## src/rtl/ifu_ibuf_pkg.sv

```systemverilog
// Shared fetch-side constants and the instruction buffer entry layout.
// Imported by the fetch buffer and anything that talks to it.
package ifu_ibuf_pkg;

    localparam int INST_ADDR_WIDTH = 32;
    localparam int INST_DATA_WIDTH = 32;

    localparam logic [INST_DATA_WIDTH-1:0] INST_NOP = 32'h0000_0013;

    localparam int IBUF_DEPTH = 4;
    localparam logic [INST_ADDR_WIDTH-1:0] IBUF_RESET_PC = 32'h0000_0000;

    typedef struct packed {
        logic [INST_ADDR_WIDTH-1:0] pc;
        logic [INST_DATA_WIDTH-1:0] data;
        logic                       filled;
    } ibuf_entry_t;

endpackage

```

## src/rtl/ifu_ibuf.sv

```systemverilog
// Instruction fetch buffer: sequential bus fetch, in-order entry queue,
// flush/redirect on jump with counted discard of stale responses.
module ifu_ibuf
    import ifu_ibuf_pkg::*;
#(
    parameter int                         DEPTH    = IBUF_DEPTH,
    parameter logic [INST_ADDR_WIDTH-1:0] RESET_PC = IBUF_RESET_PC
) (
    input  logic                       clk,
    input  logic                       rst,
    input  logic                       jump_flag_i,
    input  logic [INST_ADDR_WIDTH-1:0] jump_addr_i,
    output logic                       ibus_req_o,
    output logic [INST_ADDR_WIDTH-1:0] ibus_addr_o,
    input  logic                       ibus_gnt_i,
    input  logic                       ibus_rvalid_i,
    input  logic [INST_DATA_WIDTH-1:0] ibus_rdata_i,
    output logic                       inst_valid_o,
    output logic [INST_DATA_WIDTH-1:0] inst_o,
    output logic [INST_ADDR_WIDTH-1:0] inst_addr_o,
    input  logic                       inst_ready_i
);

    localparam int PW = $clog2(DEPTH);

    typedef logic [PW:0] ptr_t;

    localparam ptr_t DEPTH_P = ptr_t'(DEPTH);

    logic [INST_ADDR_WIDTH-1:0] fetch_pc_q, fetch_pc_d;
    ptr_t                       alloc_ptr_q, alloc_ptr_d;
    ptr_t                       fill_ptr_q, fill_ptr_d;
    ptr_t                       rd_ptr_q, rd_ptr_d;
    ptr_t                       discard_cnt_q, discard_cnt_d;
    ibuf_entry_t                ent_q [DEPTH];
    ibuf_entry_t                ent_d [DEPTH];

    ptr_t          used;
    ptr_t          busy;
    ptr_t          outst;
    logic [PW-1:0] head_idx;
    logic [PW-1:0] alloc_idx;
    logic [PW-1:0] fill_idx;
    logic          grant;
    logic          pop;
    logic          resp_drop;
    logic          resp_keep;
    logic          unused_jaddr;

    assign unused_jaddr = ^jump_addr_i[1:0];

    assign head_idx  = rd_ptr_q[PW-1:0];
    assign alloc_idx = alloc_ptr_q[PW-1:0];
    assign fill_idx  = fill_ptr_q[PW-1:0];

    // Stale responses still hold bus slots, so they consume credit too.
    assign used  = alloc_ptr_q - rd_ptr_q;
    assign busy  = used + discard_cnt_q;
    assign outst = (alloc_ptr_q - fill_ptr_q) + discard_cnt_q;

    assign ibus_req_o  = ~rst & ~jump_flag_i & (busy < DEPTH_P);
    assign ibus_addr_o = fetch_pc_q;
    assign grant       = ibus_req_o & ibus_gnt_i;

    assign inst_valid_o = ~rst & ent_q[head_idx].filled
                          & (rd_ptr_q != alloc_ptr_q);
    assign inst_o       = inst_valid_o ? ent_q[head_idx].data : INST_NOP;
    assign inst_addr_o  = inst_valid_o ? ent_q[head_idx].pc : '0;
    assign pop          = inst_valid_o & inst_ready_i;

    assign resp_drop = ibus_rvalid_i & (discard_cnt_q != '0);
    assign resp_keep = ibus_rvalid_i & (discard_cnt_q == '0)
                       & (fill_ptr_q != alloc_ptr_q);

    always_comb begin
        fetch_pc_d    = fetch_pc_q;
        alloc_ptr_d   = alloc_ptr_q;
        fill_ptr_d    = fill_ptr_q;
        rd_ptr_d      = rd_ptr_q;
        discard_cnt_d = discard_cnt_q;
        ent_d         = ent_q;

        if (jump_flag_i) begin
            fetch_pc_d  = {jump_addr_i[INST_ADDR_WIDTH-1:2], 2'b00};
            alloc_ptr_d = '0;
            fill_ptr_d  = '0;
            rd_ptr_d    = '0;
            for (int i = 0; i < DEPTH; i++) begin
                ent_d[i].filled = 1'b0;
            end
            // A response landing in the flush cycle retires one stale slot.
            discard_cnt_d = outst
                - ptr_t'(ibus_rvalid_i & (outst != '0));
        end else begin
            if (grant) begin
                ent_d[alloc_idx].pc     = fetch_pc_q;
                ent_d[alloc_idx].filled = 1'b0;
                alloc_ptr_d             = alloc_ptr_q + ptr_t'(1);
                fetch_pc_d              = fetch_pc_q + 32'd4;
            end
            if (resp_drop) begin
                discard_cnt_d = discard_cnt_q - ptr_t'(1);
            end
            if (resp_keep) begin
                ent_d[fill_idx].data   = ibus_rdata_i;
                ent_d[fill_idx].filled = 1'b1;
                fill_ptr_d             = fill_ptr_q + ptr_t'(1);
            end
            if (pop) begin
                ent_d[head_idx].filled = 1'b0;
                rd_ptr_d               = rd_ptr_q + ptr_t'(1);
            end
        end
    end

    always_ff @(posedge clk) begin
        if (rst) begin
            fetch_pc_q    <= RESET_PC;
            alloc_ptr_q   <= '0;
            fill_ptr_q    <= '0;
            rd_ptr_q      <= '0;
            discard_cnt_q <= '0;
            ent_q         <= '{default: '0};
        end else begin
            fetch_pc_q    <= fetch_pc_d;
            alloc_ptr_q   <= alloc_ptr_d;
            fill_ptr_q    <= fill_ptr_d;
            rd_ptr_q      <= rd_ptr_d;
            discard_cnt_q <= discard_cnt_d;
            ent_q         <= ent_d;
        end
    end

    // A response with nothing outstanding is a bus protocol violation.
    rvalid_has_owner: assert property (
        @(posedge clk) disable iff (rst)
        ibus_rvalid_i |-> (outst != '0)
    );

endmodule

```

## config.mk

```make
export PLATFORM = sky130hd
export DESIGN_NAME = ifu_ibuf
export DESIGN_NICKNAME = d
export VERILOG_FILES = /design/src/rtl/ifu_ibuf_pkg.sv /design/src/rtl/ifu_ibuf.sv
export SDC_FILE = /design/constraint.sdc
export NUM_CORES = 1
export LEC_CHECK = 0
export ABC_AREA = 0
export CAP_MARGIN = 5
export CORE_ASPECT_RATIO = 2
export CORE_MARGIN = 1
export CORE_UTILIZATION = 60
export DETAILED_ROUTE_END_ITERATION = 8
export DONT_BUFFER_PORTS = 1
export PLACE_DENSITY = 0.82
export REMOVE_ABC_BUFFERS = 1
export SYNTH_ARGS = -nofsm -noshare
export SYNTH_HDL_FRONTEND = slang
export SYNTH_SLANG_ARGS = --single-unit
```

## constraint.sdc

```tcl
create_clock -name clk -period 3.2 [get_ports clk]
set_input_delay 0.48 -clock clk [delete_from_list [all_inputs] [get_ports clk]]
set_output_delay 0.48 -clock clk [all_outputs]
set_load 0.03 [all_outputs]
```

* Word level (Yosys, flattened, before mapping)
Cells that the tools add are included.
** Operators by class
- Equal/unequal tests :: 2
- Mux-type cells :: 29
- Reduce and logical (&&, ||, !) cells :: 9
- Bitwise operators :: 15
- $add $sub $neg :: 10
- $lt $le $gt $ge :: 7
** Operator list (count)
- $bwmux W260 :: 5
- $mux W260 :: 5
- $demux W65 S2 :: 5
- $mux W65 :: 3
- $bmux W65 S2 :: 1
- $mux W32 :: 4
- $mux W33 :: 1
- $add A32 B3 Y32 const B :: 1
- $and A1 B1 Y1 :: 10
- $add A3 B1 Y3 const B :: 3
- $ge A3 B3 Y1 const B :: 3
- $lt A3 B1 Y1 const B :: 3
- $not A2 Y3 :: 3
- $add A3 B3 Y3 :: 2
- $mux W3 :: 2
- $ne A3 B3 Y1 :: 2
- $reduce_bool A3 Y1 :: 2
- $sub A3 B3 Y3 :: 2
- $reduce_bool A2 Y1 :: 2
- $logic_and A1 B1 Y1 :: 3
- $logic_not A3 Y1 :: 1
- $lt A3 B3 Y1 const B :: 1
- $mux W1 :: 3
- $sub A3 B1 Y3 :: 1
- 3 further kinds :: 4
** Storage, ports and cells
- Flip-flop bits (word level) :: 304
- Bits of input ports :: 70
- Logic and storage cells :: 90
- Output and inout bits :: 98

* Logic depth before layout (Yosys ltp)
Gate-level depths: netlist of run 1.
- Word-level depth :: 15
- Gate-level depth with buffers :: 14
- Mapped depth without buffers :: 14

* Worst setup path before layout of run 1
OpenSTA, ideal clock, no wires.
- Kind :: register to output
- Start :: register rd_ptr_q[1]
- End :: output port inst_addr_o[22]
- Setup slack :: 302 ps
- Required time :: 2720 ps
- Cell stages (with the launch flop) :: 9
- Data arrival time :: 2418 ps
- Path buffers :: 3
- Path through :: dfxtp_1 -> clkbuf_1 -> buf_1 -> inv_1 -> ha_1 -> inv_1 -> o311a_1 -> clkbuf_1 -> and2_1
** Between the ends
- Cells in the longest elaborated chain, start to end :: 7
- Elaborated cells between the ends (all ways) :: 8
- Classes of those cells :: eq/ne: 1; mux: 4; bitwise: 3
** Ends and longest elaborated chain
- start, declared :: line ifu_ibuf.sv:33 : ptr_t rd_ptr_q, rd_ptr_d;
- start signal, assigned :: line ifu_ibuf.sv:128 : rd_ptr_q <= rd_ptr_d;
- $not A2 Y3 (implied by the code) :: line ifu_ibuf.sv:65 : assign inst_valid_o = ~rst & ent_q[head_idx].filled
- $bmux W65 S2 :: line ifu_ibuf.sv:65
- $mux W65 (implied by the code) (2 in a row) :: line ifu_ibuf.sv:68 : assign inst_addr_o = inst_valid_o ? ent_q[head_idx].pc : '0;
- $and A1 B1 Y1 :: line ifu_ibuf.sv:65
- $and A1 B1 Y1 (*) :: line ifu_ibuf.sv:66 : & (rd_ptr_q != alloc_ptr_q);
- named net inst_valid_o :: line ifu_ibuf.sv:18 : output logic inst_valid_o,
- $mux W32 (*) :: line ifu_ibuf.sv:68
- end, declared :: line ifu_ibuf.sv:20 : output logic [INST_ADDR_WIDTH-1:0] inst_addr_o,
The timed path passes the listed nets; every way through them passes the cells marked *. The select of a mux whose other input is x is not followed.

* Worst setup path in the final report of run 1
- Start :: register rd_ptr_q[1]
- End :: output port inst_addr_o[31]
** Between the ends
- Cells in the longest elaborated chain, start to end :: 7
- Elaborated cells between the ends (all ways) :: 8
- Classes of those cells :: eq/ne: 1; mux: 4; bitwise: 3
** Ends and longest elaborated chain (line)
- $not A2 Y3 (implied by the code) :: ifu_ibuf.sv:65, ifu_ibuf.sv:68
- $bmux W65 S2 :: ifu_ibuf.sv:65, ifu_ibuf.sv:68
- $mux W65 (implied by the code) (2 in a row) :: ifu_ibuf.sv:68
- $and A1 B1 Y1 :: ifu_ibuf.sv:65
- $and A1 B1 Y1 :: ifu_ibuf.sv:66
- $mux W32 (*) :: ifu_ibuf.sv:68
Every way passes the cells marked *; elsewhere a longest branch is shown, timed or not. The select of a mux whose other input is x is not followed.

==> flow_summary.ini, run 1 <==
[global_routing]
antenna_found_initial = 0
grt_overflow = 0
grt_pass1_vias = 11970
grt_start_max_net_pins = 292
track_usage_pct = 31.08
grt_pass1_wl_um = 61010

[power]
p_switching_mw = 2.088
pwr-share-clk_pct = 39.7
combPwrFrac_pct = 11.6
max-vdd-ir-drop_uv = 543.8
powerDensity_mw_per_mm2 = 511.6
p_int_mw = 5.953
p_seq_share_pct = 48.7
leakagePower_nw = 5.135
switching_share_pct = 25.97

[finish]
final_util_pct = 67.67
area_growth_syn_to_layout_pct = 10.55
antennaDiodeCount = 0
nets = 1708
layout-drive-gt1-share_pct = 13.05
instances_no_fill = 1915

[timing]
relSlewSlack_pct = 26.82
finalSetupViolCount = 0
period_share_pct = 95.59
whs_ps = 17.94
finalMaxSlewViolations = 0
worst_pin_slew_ps = 1096
clock.fmax_mhz = 326.9
hold_viol = 0
period_needed_ps = 3059
clock_skew_ps = 19.97

[clocking]
cts.reportedPaths.clkPinSlew_ps = 70
clockBufferDepth = 3
root_buffer = clkbuf_16
clk_latency_ps = 550
h-tree-depth = 1
clock-sinks = 302
cts_tree = yes
cts_made_buffers = 26

[floorplan]
die-area_mm2 = 0.02435
die_w_um = 110.9
start_util_pct = 61.21
core_area_mm2 = 0.02323
die_h_um = 219.7
std_cell_rows = 79
floorplan.io_pins = 168

[run_status]
outcome = finished, final reports clean

[place]
place.gp.congestion = 0.8592
dp.cells = 1863
place_hpwl_um = 24040
io_buffer_count = 0

[route]
vias = 12430
drc = 0
wirelength_um = 39020
drt_iter0_drc = 1441
viasPerCell = 6.491
first_pass_iters = 6
drtAntennaViolNets = 0
avgRoutedWirePerCell_um = 20.37

[logic_synthesis]
yosysUniqueCellTypes = 69
avgSynthCellArea_um2 = 8.540
synth_edf_count = 0
synth_flop_cell = dfxtp_1
ys_ff_latch = 302
synth.yosys.seq_area_share_pct = 42.52
ys_warn_count = 0
synthArstFlopShare_pct = 0
yosys.area.top_type = dfxtp_1
syn_area_mm2 = 0.01422
postSynthCellCount = 1665
post-synth-top-area-fraction_pct = 42.52
synthTopCellsByArea = dfxtp_1 (43%), mux4_2 (10%), a21oi_1 (9.1%)

[hold_path]
hold_class = in -> reg

[worst_setup_path]
critPathLaunchType = register
crit_type = reg -> out
path_max_fanout = 24
endpoint_kind = output pin
critPathArrivalTime_ps = 2580
critPathRequiredTime_ps = 2720

[run]
cap_violations = 0
==> stage by stage <==
step	total power [mW]	TNS [ps]	area, um^2	setup slack, ps
after floorplan	4.566	-882570	13500	-4810
after global placement	4.879	0	14790	118.9
after detailed placement	4.905	0	14790	57.78
after CTS	8.048	0	15670	31.26
after global routing	8.296	-20.48	15720	-4.838
final	8.042	0	15720	141.2
==> area by class of cell <==
class / instances / area (um^2)
Fill cell: 1797 / 7510
Multi-Input combinational cell: 1164 / 7385
Sequential cell: 302 / 6053
Timing Repair Buffer: 88 / 950.9
Clock buffer: 44 / 839.6
Tap cell: 283 / 354.1
Inverter: 30 / 112.6
Clock inverter: 4 / 23.77
==> routing by layer <==
layer  up-vias  track usage, %  part of all wire, %
met1      5954           33.95                   35
met4         0           17.38                  4.1
met3       116           5.006                  8.2
met5         -               0                    0
li1       5709               -                    -
met2       651           56.87                   53
==> critical path: stages, from the launching register on <==
cell	delay (ps)
dfxtp_4	360
buf_6	200
inv_1	110
ha_1	290
inv_1	80
o311a_4	330
buf_4	280
and2_1	370
==> placed cells by master (no fill, tap or decap), drive strengths merged, types with 8 or more instances in the layout <==
| master | n |
|---|---|
| a21oi | 259 |
| a311oi | 9 |
| a31oi | 14 |
| and2 | 67 |
| and3 | 12 |
| buf | 85 |
| clkbuf | 45 |
| dfxtp | 302 |
| ha | 23 |
| inv | 31 |
| mux4 | 65 |
| nand2 | 296 |
| nand3 | 131 |
| nand4 | 10 |
| nor2 | 25 |
| nor3b | 9 |
| o211ai | 8 |
| o21ai | 134 |
| or3 | 12 |
| xnor2 | 11 |
==> synthesized netlist by cell type (14+ instances only) <==
library cell and n:
a21oi_1 259, o21ai_1 21, buf_1 15, nor2_1 25
ha_1 23, nand2_1 295, o21ai_0 113, a31oi_1 14
nand3_1 131, inv_1 30, clkbuf_1 97, dfxtp_1 302
buf_2 55, mux4_2 65, and2_1 63
==> cells by family (layout without fill, tap and decap cells) <==
group	after synthesis	in the layout	synth area share (%)
AO/OA/AOI/OAI	456	456	17.37
buffers and inverters	200	166	5.869
flip-flops	302	302	42.52
adder cells (fa/ha/maj)	26	26	2.446
AND/OR/NAND/NOR	590	590	19.69
other	1	2	0.02637
multiplexers	74	74	10.99
XOR/XNOR	16	16	1.091
==> power by group through the flow <==
stage | registers, mW | clock network (mW) | logic (mW)
6_report | 3.92 | 3.19 | 0.934
4_1_cts | 3.92 | 3.22 | 0.907
2_1_floorplan | 4.01 | 0 | 0.555
3_3_place_gp | 4.00 | 0 | 0.879
5_1_grt | 3.92 | 3.37 | 1.01
3_5_place_dp | 4.00 | 0 | 0.902
==> path summary, 6_finish.rpt <==
kind	from	end	slack, ps	cells past startpoint
worst max-delay path	rd_ptr_q[1]	inst_addr_o[31]	140	7
worst min-delay path	jump_flag_i	discard_cnt_q[0]	20	1
worst max register to register	alloc_ptr_q[1]	ibus_addr_o[23]	180	10
worst min register to register	register	register	450	2
==> timing repair <==
item	4_1_cts	5_1_grt
pin swaps	0	0
endpoints found under the hold margin	1	3
setup endpoints to repair	50	105
hold buffers	1	1
resized for setup	4	5
buffers inserted	0	2
Note: power is estimated with default switching activity, not from simulation.
==> inputs of run 2 (changes only) <==
BUFFER_PORTS_ARGS = -buffer_cell sky130_fd_sc_hd__buf_2   (was default)
CORE_UTILIZATION = 59   (was 60)
DONT_BUFFER_PORTS = default   (was 1)
PLACE_DENSITY = 0.87   (was 0.82)
==> flow_summary.ini, run 2 (synthesis gave the netlist of run 1 again) <==
[power]
powerDensity_mw_per_mm2 = 517.9
combPwrFrac_pct = 13.7
pwr-share-clk_pct = 39.8
p_int_mw = 6.133
p_seq_share_pct = 46.5
leakagePower_nw = 5.734
max-vdd-ir-drop_uv = 469.5
switching_share_pct = 27.07
p_switching_mw = 2.276

[finish]
final_common_cell = dfxtp_1
nFillCells = 1787
layout-drive-gt1-share_pct = 19.72
area_growth_syn_to_layout_pct = 14.20
multi_input_area_mm2 = 0.007420
antennaDiodeCount = 0
nets = 1842
seqCellArea_mm2 = 0.006053
finish.instance_area_mm2 = 0.01624
layout_common_cells = dfxtp_1 (300), nand2_1 (295), a21oi_1 (258)

[route]
drc = 10
wirelength_um = 41390
first_pass_iters = 9
avgRoutedWirePerCell_um = 20.17
vias = 13170
drt_iter0_drc = 1369
drtAntennaViolNets = 0
viasPerCell = 6.418

[place]
place_hpwl_um = 25340
pre_cts_slack_ps = -39.01
place.gp.congestion = 0.8325
dpl-instance-area_mm2 = 0.01520
io_buffer_count = 163

[clocking]
postCtsHoldBufs = 0
clock-sinks = 302
root_buffer = clkbuf_16
h-tree-depth = 1
cts_made_buffers = 27
clockBufferDepth = 3
cts.reportedPaths.clkPinSlew_ps = 70
cts_tree = yes
clk_latency_ps = 560

[floorplan]
die_w_um = 111.8
die-area_mm2 = 0.02476
std_cell_rows = 80
die_h_um = 221.5
start_util_pct = 59.94
floorplan.io_pins = 168
core_area_mm2 = 0.02372

[run_status]
outcome = finished with violations
violations = DRC

[global_routing]
grt_pass1_wl_um = 65020
grt_overflow = 0
grt_start_max_net_pins = 103
antenna_found_initial = 0
track_usage_pct = 32.87
grt_pass1_vias = 13260

[timing]
worst_pin_slew_ps = 1052
period_share_pct = 97.41
relSlewSlack_pct = 29.84
clock.fmax_mhz = 320.8
setup_slack_ps = 82.85
rsz0062_at_grt = yes
clock_skew_ps = 14.70
finalSetupViolCount = 0
hold_viol = 0
whs_ps = 183.0
period_needed_ps = 3117
finalMaxSlewViolations = 0

[worst_setup_path]
critPathLaunchType = register
worst_path_max_delay_cell = o311a_4
critPathArrivalTime_ps = 2640
endpoint_kind = output pin
crit_chain = buf_16 > inv_1 > ha_1 > inv_1 > o311a_4 > buf_12 > and2_1 > buf_2
crit_top_cell = inv_1
critPathRequiredTime_ps = 2720
path_max_fanout = 24
max_stage_delay_ps = 470
crit_type = reg -> out

[run]
cap_violations = 0

[hold_path]
hold_class = in -> reg
run 2: cell types whose count changed in the layout (fill, tap and decap cells not counted), moves of 2 or more:
cell           before  now
bufbuf_16           0    2
buf_4              62   48
inv_6               0    2
and2_2              3    0
bufinv_16           0    3
dlygate4sd3_1       2    0
clkbuf_8           11    5
and2_0              0    4
clkinv_2            2    4
buf_12             22    6
mux2i_2             0    2
buf_2               0  161
run 2: power groups by stage:
| stage | logic [mW] | registers, mW | clock network (mW) |
|---|---|---|---|
| CTS | 1.11 | 3.90 | 3.39 |
| floorplan | 0.555 | 4.01 | 0 |
| global route | 1.23 | 3.91 | 3.53 |
| finish | 1.15 | 3.91 | 3.35 |
| detailed placement | 1.06 | 3.99 | 0 |
| global placement | 1.02 | 3.98 | 0 |
run 2: layout make-up:
type | instances | share of cell area [%]
Timing Repair Buffer | 219 | 8.576
Clock inverter | 11 | 0.9092
Multi-Input combinational cell | 1166 | 45.69
Inverter | 30 | 0.6935
Tap cell | 287 | 2.211
Sequential cell | 302 | 37.28
Clock buffer | 37 | 4.639
run 2: worst max-delay path, delay by kind of cell (launching register included):
family,cells,cell delay [ps]
compound gates,1,470
fa+ha+maj,1,290
buf+inv,5,740
flops,1,410
simple gates,1,170
run 2: per-stage QoR:
step / instances / TNS [ps] / util [%] / total power, mW
2_1_floorplan: 1496 / -882570 / - / 4.566
3_3_place_gp: 1999 / 0 / 64.06 / 5.006
3_5_place_dp: 1999 / -47.26 / 64.06 / 5.045
4_1_cts: 2051 / 0 / 68.36 / 8.396
5_1_grt: 2052 / -6.852 / 68.45 / 8.667
6_report: 2052 / 0 / 68.45 / 8.409
run 2: what timing repair did:
item,in CTS,in global routing
buffers inserted,1,0
setup endpoints to repair,70,4
pin swaps,1,1
gates resized for setup,5,4
gates cloned,3,1
run 2: worst paths after layout:
kind	from	cells past startpoint	slack (ps)	end
min reg2reg	register	2	450	register
min	jump_addr_i[18]	3	180	ibus_addr_o[18]
max reg2reg	alloc_ptr_q[1]	11	140	ibus_addr_o[20]
max	rd_ptr_q[1]	8	80	inst_addr_o[13]
run 2: routing by layer:
layer / vias up / track usage (%) / wire length, um
met5: - / 0 / 0
met4: 0 / 24.24 / 2697
met2: 683 / 60.47 / 21850
met3: 206 / 3.663 / 2848
li1: 5993 / - / -
met1: 6287 / 33.81 / 14000
==> inputs of run 3 (changes only) <==
CORE_UTILIZATION = 53   (was 59)
PLACE_DENSITY = 0.82   (was 0.87)
clock period = 2.8 ns   (was 3.2 ns; I/O delays follow)
==> flow_summary.ini, run 3 (synthesis gave the netlist of run 1 again) <==
[worst_setup_path]
path_max_fanout = 3
critPathRequiredTime_ps = 2380
critPathLaunchType = register
endpoint_kind = output pin
critPathArrivalTime_ps = 2540
r2r_start = discard_cnt_q[1]
crit_type = reg -> out
crit_start = discard_cnt_q[1]

[place]
dp.cells = 2093
io_buffer_count = 163
place_hpwl_um = 25870
place.gp.congestion = 0.8548

[clocking]
clock-sinks = 302
cts.reportedPaths.clkPinSlew_ps = 70
root_buffer = clkbuf_16
clk_latency_ps = 550
h-tree-depth = 1
cts_made_buffers = 27
clockBufferDepth = 3
cts_tree = yes
postCtsHoldBufs = 0

[finish]
seqCellArea_mm2 = 0.006056
nets = 1897
instances_no_fill = 2165
final_common_cell = dfxtp_1
layout-drive-gt1-share_pct = 23.56
antennaDiodeCount = 0
layout_common_cells = dfxtp_1 (298), nand2_1 (295), a21oi_1 (259)
final_util_pct = 65.05
area_growth_syn_to_layout_pct = 20.21
nFillCells = 2092
multi_input_area_mm2 = 0.007510

[global_routing]
antenna_found_initial = 1
grt_pass1_vias = 12850
grt_pass1_wl_um = 65980
track_usage_pct = 30.03
grt_start_max_net_pins = 111
grt_overflow = 0

[floorplan]
die-area_mm2 = 0.02753
die_h_um = 233.6
std_cell_rows = 84
die_w_um = 117.8
core_area_mm2 = 0.02628
floorplan.io_pins = 168
start_util_pct = 54.11

[timing]
hold_viol = 0
clock.fmax_mhz = 338.1
rsz0062_at_grt = yes
finalSetupViolCount = 6
setup_slack_ps = -158.0
period_share_pct = 105.6
clock_skew_ps = 18.51
worst_pin_slew_ps = 1105
period_needed_ps = 2958
relSlewSlack_pct = 26.35
finalMaxSlewViolations = 0
final.setup.tns_ps = -382.9

[run_status]
outcome = finished with violations
violations = setup timing

[route]
wirelength_um = 42990
vias = 13420
drc = 0
drt_iter0_drc = 1276
drtAntennaViolNets = 0
viasPerCell = 6.197
first_pass_iters = 5
avgRoutedWirePerCell_um = 19.86

[hold_path]
hold_class = in -> reg
hp-start = jump_addr_i[26]

[power]
leakagePower_nw = 6.117
max-vdd-ir-drop_uv = 432.9
powerDensity_mw_per_mm2 = 574.8

[run]
cap_violations = 0
## run 3: changes by cell type in the layout (fill, tap and decap cells not counted), moves of 6 or more
cell     change
buf_12       +6
buf_2        -9
buf_4       +36
buf_6       +16
o21ai_0     -27
o21ai_1     +27
## run 3: worst max-delay path: stages (launching register included)
cell and delay (ps):
dfxtp_2 340, inv_2 60, fa_1 530, inv_2 50, ha_4 250, and3b_2 200
buf_6 100, nor3_2 30, mux2_4 290, buf_6 140
## run 3: what timing repair did
action / 4_1_cts / 5_1_grt
pin swaps: 4 / 30
hold endpoints to repair: 0 / 0
gates resized for setup: 20 / 87
buffers inserted: 7 / 9
cloned: 3 / 5
setup endpoints to repair: 197 / 154
## run 3: area by class of cell
class / instances / share of cell area, %
clock inverter: 8 / 0.5563
timing repair buffer: 276 / 12.26
sequential: 302 / 35.43
tap: 344 / 2.518
clock buffer: 41 / 4.612
multi-input combinational: 1164 / 43.94
inverter: 30 / 0.6881
## run 3: path summary, 6_finish.rpt
| kind | slack (ps) | to | cells after the start |
|---|---|---|---|
| min | 120 | ibus_addr_o[26] | 3 |
| min reg2reg | 450 | register | 2 |
| max reg2reg | -120 | ibus_addr_o[29] | 12 |
| max | -160 | ibus_req_o | 9 |
## run 3: layer usage
layer	up-vias	GRT usage (%)	routed length, um
li1	6108	-	-
met1	6408	32.09	14970
met2	727	56.07	22770
met3	173	3.491	2939
met4	0	18.07	2315
met5	-	0	0
## run 3: power by group
part	switching, mW	internal [mW]	leakage (nW)
combinational	0.930	0.683	3.24
clock	1.64	2.13	0.438
sequential	0.0811	4.36	2.44
total	2.65	7.17	6.12
## run 3: per-stage QoR
step	hold WS [ps]	instance area (um^2)	power (mW)	worst slack, ps
6_report	120.8	17090	9.825	-158.0
5_1_grt	127.3	17090	10.15	-211.8
4_1_cts	102.7	16700	9.699	-203.4
3_5_place_dp	443.1	15590	5.906	-171.4
3_3_place_gp	438.1	15590	5.866	-110.7
2_1_floorplan	427.1	13500	5.219	-5210
